File: src/rtl/alu_ctrl_pkg.sv
// Shared control codes, aluOp encodings and sequencer state for the ALU control path.
// Latency: n/a (constants and types only).
// Backpressure: n/a.
package alu_ctrl_pkg;

    localparam int ALU_ADD  = 0;
    localparam int ALU_SUB  = 1;
    localparam int ALU_SLL  = 6;
    localparam int ALU_SRL  = 7;
    localparam int ALU_OP8  = 8;
    localparam int NOP_CODE = 15;

    localparam int OP_ADD   = 0;
    localparam int OP_SUB   = 1;
    localparam int OP_RTYPE = 2;
    localparam int OP_SHIFT = 3;
    localparam int OP_IMM   = 4;

    typedef enum logic {
        IDLE  = 1'b0,
        SHIFT = 1'b1
    } seqState_t;

endpackage

File: src/rtl/alu_ctrl_decode.sv
// Combinational aluOp/func/shiftDirection to ALU control code decoder.
// Latency: 0 cycles (pure combinational).
// Backpressure: none; the sequencing top decides when the result is used.
module alu_ctrl_decode #(
    parameter int OP_W   = 3,
    parameter int FUNC_W = 3,
    parameter int CTRL_W = 4,
    parameter logic [CTRL_W-1:0] NOP_CODE = 4'd15
) (
    input  logic [OP_W-1:0]   aluOp,
    input  logic [FUNC_W-1:0] func,
    input  logic              shiftDirection,
    output logic [CTRL_W-1:0] code,
    output logic              isShift,
    output logic              illegal
);
    import alu_ctrl_pkg::*;

    always_comb begin
        code    = NOP_CODE;
        isShift = 1'b0;
        illegal = 1'b0;
        case (aluOp)
            OP_W'(OP_ADD):   code = CTRL_W'(ALU_ADD);
            OP_W'(OP_SUB):   code = CTRL_W'(ALU_SUB);
            OP_W'(OP_RTYPE): code = CTRL_W'(func);
            OP_W'(OP_IMM):   code = CTRL_W'(ALU_OP8);
            OP_W'(OP_SHIFT): begin
                isShift = 1'b1;
                code    = shiftDirection ? CTRL_W'(ALU_SLL) : CTRL_W'(ALU_SRL);
            end
            // Every encoding above OP_IMM is reserved.
            default:         illegal = 1'b1;
        endcase
    end

endmodule

File: src/rtl/alu_control_seq.sv
// Registered ALU control sequencer: decodes ops and expands N-bit shifts into N single-bit steps.
// Latency: 1 cycle from accept to first aluControl; shifts then emit one step per unstalled cycle.
// Backpressure: opReady only in IDLE without stall; stall freezes every register.
module alu_control_seq #(
    parameter int OP_W    = 3,
    parameter int FUNC_W  = 3,
    parameter int CTRL_W  = 4,
    parameter int SHAMT_W = 4,
    parameter logic [CTRL_W-1:0] NOP_CODE = 4'd15
) (
    input  logic               clk,
    input  logic               rst_n,
    input  logic               opValid,
    output logic               opReady,
    input  logic [OP_W-1:0]    aluOp,
    input  logic [FUNC_W-1:0]  func,
    input  logic               shiftDirection,
    input  logic [SHAMT_W-1:0] shiftAmount,
    input  logic               stall,
    output logic [CTRL_W-1:0]  aluControl,
    output logic               ctrlValid,
    output logic               ctrlLast,
    output logic               illegalOp,
    output logic               busy
);
    import alu_ctrl_pkg::*;

    seqState_t          state, stateNxt;
    logic [SHAMT_W-1:0] remaining, remainingNxt;
    logic [CTRL_W-1:0]  shiftCode, shiftCodeNxt;
    logic [CTRL_W-1:0]  aluControlNxt;
    logic               ctrlValidNxt, ctrlLastNxt, illegalOpNxt;

    logic [CTRL_W-1:0]  decCode;
    logic               decIsShift, decIllegal;
    logic               accept;

    alu_ctrl_decode #(
        .OP_W     (OP_W),
        .FUNC_W   (FUNC_W),
        .CTRL_W   (CTRL_W),
        .NOP_CODE (NOP_CODE)
    ) u_decode (
        .aluOp          (aluOp),
        .func           (func),
        .shiftDirection (shiftDirection),
        .code           (decCode),
        .isShift        (decIsShift),
        .illegal        (decIllegal)
    );

    assign opReady = (state == IDLE) && !stall;
    assign busy    = (state == SHIFT);
    assign accept  = opValid && opReady;

    always_comb begin
        stateNxt      = state;
        remainingNxt  = remaining;
        shiftCodeNxt  = shiftCode;
        aluControlNxt = aluControl;
        ctrlValidNxt  = ctrlValid;
        ctrlLastNxt   = ctrlLast;
        illegalOpNxt  = illegalOp;
        if (!stall) begin
            case (state)
                IDLE: begin
                    ctrlValidNxt = 1'b0;
                    ctrlLastNxt  = 1'b0;
                    illegalOpNxt = 1'b0;
                    if (accept) begin
                        ctrlValidNxt  = 1'b1;
                        ctrlLastNxt   = 1'b1;
                        aluControlNxt = decCode;
                        illegalOpNxt  = decIllegal;
                        if (decIsShift) begin
                            if (shiftAmount == '0) begin
                                aluControlNxt = NOP_CODE;
                            end else begin
                                // First step goes out with the accept; the rest come from SHIFT.
                                shiftCodeNxt = decCode;
                                remainingNxt = shiftAmount - SHAMT_W'(1);
                                ctrlLastNxt  = (shiftAmount == SHAMT_W'(1));
                                if (shiftAmount > SHAMT_W'(1)) begin
                                    stateNxt = SHIFT;
                                end
                            end
                        end
                    end
                end
                SHIFT: begin
                    // remaining is at least 1 here, so the decrement never wraps.
                    ctrlValidNxt  = 1'b1;
                    illegalOpNxt  = 1'b0;
                    aluControlNxt = shiftCode;
                    ctrlLastNxt   = (remaining == SHAMT_W'(1));
                    remainingNxt  = remaining - SHAMT_W'(1);
                    if (remaining == SHAMT_W'(1)) begin
                        stateNxt = IDLE;
                    end
                end
                default: stateNxt = IDLE;
            endcase
        end
    end

    always_ff @(posedge clk or negedge rst_n) begin
        if (!rst_n) begin
            state      <= IDLE;
            remaining  <= '0;
            shiftCode  <= CTRL_W'(ALU_SRL);
            aluControl <= NOP_CODE;
            ctrlValid  <= 1'b0;
            ctrlLast   <= 1'b0;
            illegalOp  <= 1'b0;
        end else begin
            state      <= stateNxt;
            remaining  <= remainingNxt;
            shiftCode  <= shiftCodeNxt;
            aluControl <= aluControlNxt;
            ctrlValid  <= ctrlValidNxt;
            ctrlLast   <= ctrlLastNxt;
            illegalOp  <= illegalOpNxt;
        end
    end

endmodule

File: config.mk
export PLATFORM = sky130hd
export DESIGN_NAME = alu_control_seq
export DESIGN_NICKNAME = d
export VERILOG_FILES = /design/src/rtl/alu_ctrl_pkg.sv /design/src/rtl/alu_ctrl_decode.sv /design/src/rtl/alu_control_seq.sv
export SDC_FILE = /design/constraint.sdc
export NUM_CORES = 1
export LEC_CHECK = 0
export ABC_AREA = 1
export CELL_PAD_IN_SITES_DETAIL_PLACEMENT = 1
export CELL_PAD_IN_SITES_GLOBAL_PLACEMENT = 1
export CORE_MARGIN = 2
export CORE_UTILIZATION = 39
export CTS_BUF_LIST = sky130_fd_sc_hd__clkbuf_4
export DETAILED_ROUTE_END_ITERATION = 16
export GPL_ROUTABILITY_DRIVEN = 0
export HOLD_SLACK_MARGIN = 0.08
export PLACE_DENSITY_LB_ADDON = 0.08
export REMOVE_ABC_BUFFERS = 1
export SLEW_MARGIN = 10
export SYNTH_ARGS = -nofsm -noshare
export SYNTH_HDL_FRONTEND = slang
export SYNTH_HIERARCHICAL = 1
export SYNTH_SLANG_ARGS = --single-unit
File: constraint.sdc
create_clock -name clk -period 1.95 [get_ports clk]
set_input_delay 0.4875 -clock clk [delete_from_list [all_inputs] [get_ports clk]]
set_output_delay 0.4875 -clock clk [all_outputs]
set_load 0.005 [all_outputs]
==> flow_summary.toml <==
[worst_setup_path]
worst_ep_arrival_time_ps = 1340
cpLargestDelayFamily = "flip-flops"
worstPathBufferInverterCount = 1
startpoint_type = "flip-flop"
peak_fanout_along_the_critical_path = 2
max_stage_delay_ps = 550
timing.critical_path.cells = "clkdlybuf4s50_1"
cp.required_ps = 1460
r2r_start = "busy"
crit_path_end_kind = "primary output"
crit_path_start = "aluControl[3]"
critPathKind = "flip-flop to primary output"
cpMaxStageDelayCell = "sky130_fd_sc_hd__dfstp_2"

[worst_hold_path]
holdCritStartpoint = "aluControl[2]"
hold_path_class = "flip-flop to flip-flop"

[finish]
growth_of_design_area_from_synthesis_to_finish_pct = 31.8
num_antenna_cells = 0
nFillCells = 327
fin_util_pct = 54.6
design.final.nets = 191
regArea_um2 = 409
area_used_by_multi_input_combinational_logic_um2 = 556
final_layout_size_suffix_gt1_share_pct = 17.1

[logic_synthesis]
synthesis.yosys.warnings = 6
syn_inst = 139
ys_types = 24
syn-cell-area_mm2 = 0.00103
yosys_register_bits = 16
ys_seq_area_share_pct = 39.5
synth_area_per_cell_um2 = 7.44

[sta]
rsz0062_at_grt = "no"
drv_slew = 0
hold_ws_ps = 474
final.period_utilization_pct = 93.7
fmaxAchievable_mhz = 547
finalWorstSetupSlack_ps = 123
max_slew.worst_pin.slew_ps = 220
max_slew_margin_pct = 85.3
setup_violations = 0
final.setup_skew_ps = 3.90
fin_tns_setup_ps = 0
layout_min_cycle_time_ps = 1830
final_hold_viol_count = 0

[global_routing]
grt_use_total_pct = 19.4
vias_in_the_first_global_route = 1045
grt_pass1_wl_um = 4680
globalRoute.totalOverflow = 0
grt_start_max_net_pins = 17
antenna_found_initial = 0

[floorplan]
design.die.area_mm2 = 0.00308
core.rowCount = 18
horizontal_die_dimension_um = 55.5
ios = 24
initial_core_util_pct = 41.4
die_h_um = 55.5
core_mm2 = 0.00250

[detailed_routing]
route.vias.total = 1002
postRouteWirelength_um = 2620
initialDrtViolationCount = 12
route.detailed.drc = 0
route.detailed.wl_per_inst_um = 13.1
post_drt_via_cell_ratio = 5.01
count_of_antenna_violating_nets_left_after_detailed_routing = 0
dr.pass1.iters = 4

[clock_tree]
tritoncts.num_buffers = 3
cts_htree_levels = 1
tritoncts = "done"
cts_hold_buffers_added = 0
clock_transition_at_path_regs_ps = 90
clockRootBuffer = "sky130_fd_sc_hd__clkbuf_4"
clk-insertion-delay-late_ps = 290
ctsLongestPathBuffers = 2
clock_sinks = 16
postCtsSetupBuffers = 0

[place]
detailedPlace.worstSlack_ps = -94.1
numPortBuffers = 23
dp.final_hpwl_um = 2170

[run]
timing.max_cap.violations = 0

[status]
status = "complete, no violations"

[pwr]
vdd_ir_drop_max_v = 0.000590
power-per-cell-area_mw_per_mm2 = 1100
power.leakage_uw = 0.000661
==> power breakdown <==
part	total, µW	internal (µW)	switching, µW	leakage [µW]
Combinational	722	339	384	0.000459
Sequential	602	515	87.2	0.000186
Clock	178	74.5	104	0.0000154
Total	1500	928	575	0.000661
==> worst min-delay path, stage by stage (launching register included) <==
cell,delay [ps]
sky130_fd_sc_hd__dfstp_2,380
sky130_fd_sc_hd__nand2_1,60
sky130_fd_sc_hd__nand2_1,50
==> sequential cells by signal (all words and copies together) (netlist names) <==
register / count
busy: 1
remaining: 4
ctrlValid: 1
illegalOp: 1
ctrlLast: 1
shiftCode: 4
aluControl: 4
==> layout by cell type, fill, tap and decap left out, drive strengths merged <==
cell / count
inv: 14
or2: 2
nand3: 9
a21oi: 1
o211ai: 4
mux2i: 1
ha: 5
dlygate4sd2: 1
o21ai: 13
clkbuf: 3
clkinv: 2
nand2: 53
a32o: 1
nor2: 16
dfrtp: 9
dfstp: 7
buf: 6
clkdlybuf4s50: 22
xor2: 1
==> worst paths after layout <==
| check | cells after the start | slack [ps] | to |
|---|---|---|---|
| min in group asynchronous | 2 | 510 | busy |
| min reg2reg | 2 | 470 | aluControl[2] |
| min | 2 | 470 | aluControl[2] |
| max in group asynchronous | 2 | 1190 | shiftCode[0] |
| max reg2reg | 7 | 600 | remaining[0] |
| max | 1 | 120 | aluControl[3] |
==> area by class of cell <==
class | instances | share of cell area, %
multi-input cells | 106 | 40.7
flip-flops and latches | 16 | 30.0
clock inverters | 1 | 0.275
inverters | 15 | 4.50
well taps | 30 | 2.75
clock buffers | 3 | 1.65
repair buffers | 29 | 20.1
==> metal layers <==
metal / wire (µm) / GRT usage, %
met5: 0 / 0
met4: 61 / 10.5
met3: 147 / 2.81
met2: 1280 / 33.7
met1: 1140 / 23.0
==> timing repair <==
action	in CTS	in global routing
gates resized for setup	1	0
setup endpoints to repair	1	0
hold endpoints to repair	0	0
==> per-stage QoR <==
step	total power (µW)	instance area [µm²]	std cells
floorplan	996	1030	137
global placement	1290	1340	196
detailed placement	1340	1340	196
CTS	1520	1360	200
global route	1640	1360	200
finish	1500	1360	200
==> cells in the mapped netlist <==
| cell type | instances | area [µm²] |
|---|---|---|
| sky130_fd_sc_hd__buf_2 | 1 | 5.00 |
| sky130_fd_sc_hd__nand3_2 | 1 | 10.0 |
| sky130_fd_sc_hd__xor2_1 | 1 | 8.76 |
| sky130_fd_sc_hd__inv_1 | 13 | 48.8 |
| sky130_fd_sc_hd__nand3_4 | 1 | 17.5 |
| sky130_fd_sc_hd__inv_2 | 1 | 3.75 |
| sky130_fd_sc_hd__clkinv_4 | 1 | 8.76 |
| sky130_fd_sc_hd__o21ai_2 | 2 | 17.5 |
| sky130_fd_sc_hd__clkbuf_1 | 1 | 3.75 |
| sky130_fd_sc_hd__nor2_4 | 1 | 11.3 |
| sky130_fd_sc_hd__o21ai_0 | 11 | 55.1 |
| sky130_fd_sc_hd__nor2_2 | 5 | 31.3 |
| sky130_fd_sc_hd__nor2_1 | 10 | 37.5 |
| sky130_fd_sc_hd__nand2_2 | 1 | 6.26 |
| sky130_fd_sc_hd__ha_1 | 5 | 62.6 |
| sky130_fd_sc_hd__dfstp_2 | 7 | 184 |
| sky130_fd_sc_hd__a21oi_1 | 1 | 5.00 |
| sky130_fd_sc_hd__nand3_1 | 7 | 35.0 |
| sky130_fd_sc_hd__mux2i_1 | 1 | 10.0 |
| sky130_fd_sc_hd__nand2_1 | 52 | 195 |
| sky130_fd_sc_hd__dfrtp_1 | 9 | 225 |
| sky130_fd_sc_hd__or2_1 | 2 | 12.5 |
| sky130_fd_sc_hd__a32o_1 | 1 | 10.0 |
| sky130_fd_sc_hd__o211ai_1 | 4 | 30.0 |
==> logic make-up (layout without fill, tap and decap cells) <==
| logic type | Yosys count | in the layout | synth area share [%] |
|---|---|---|---|
| AO/OA/AOI/OAI | 19 | 19 | 11.4 |
| XOR/XNOR | 1 | 1 | 0.847 |
| adder cells (fa/ha/maj) | 5 | 5 | 6.05 |
| buffers and inverters | 17 | 48 | 6.77 |
| flip-flops | 16 | 16 | 39.5 |
| multiplexers | 1 | 1 | 0.967 |
| AND/OR/NAND/NOR | 80 | 80 | 34.5 |
(Power assumes the default switching activity.)
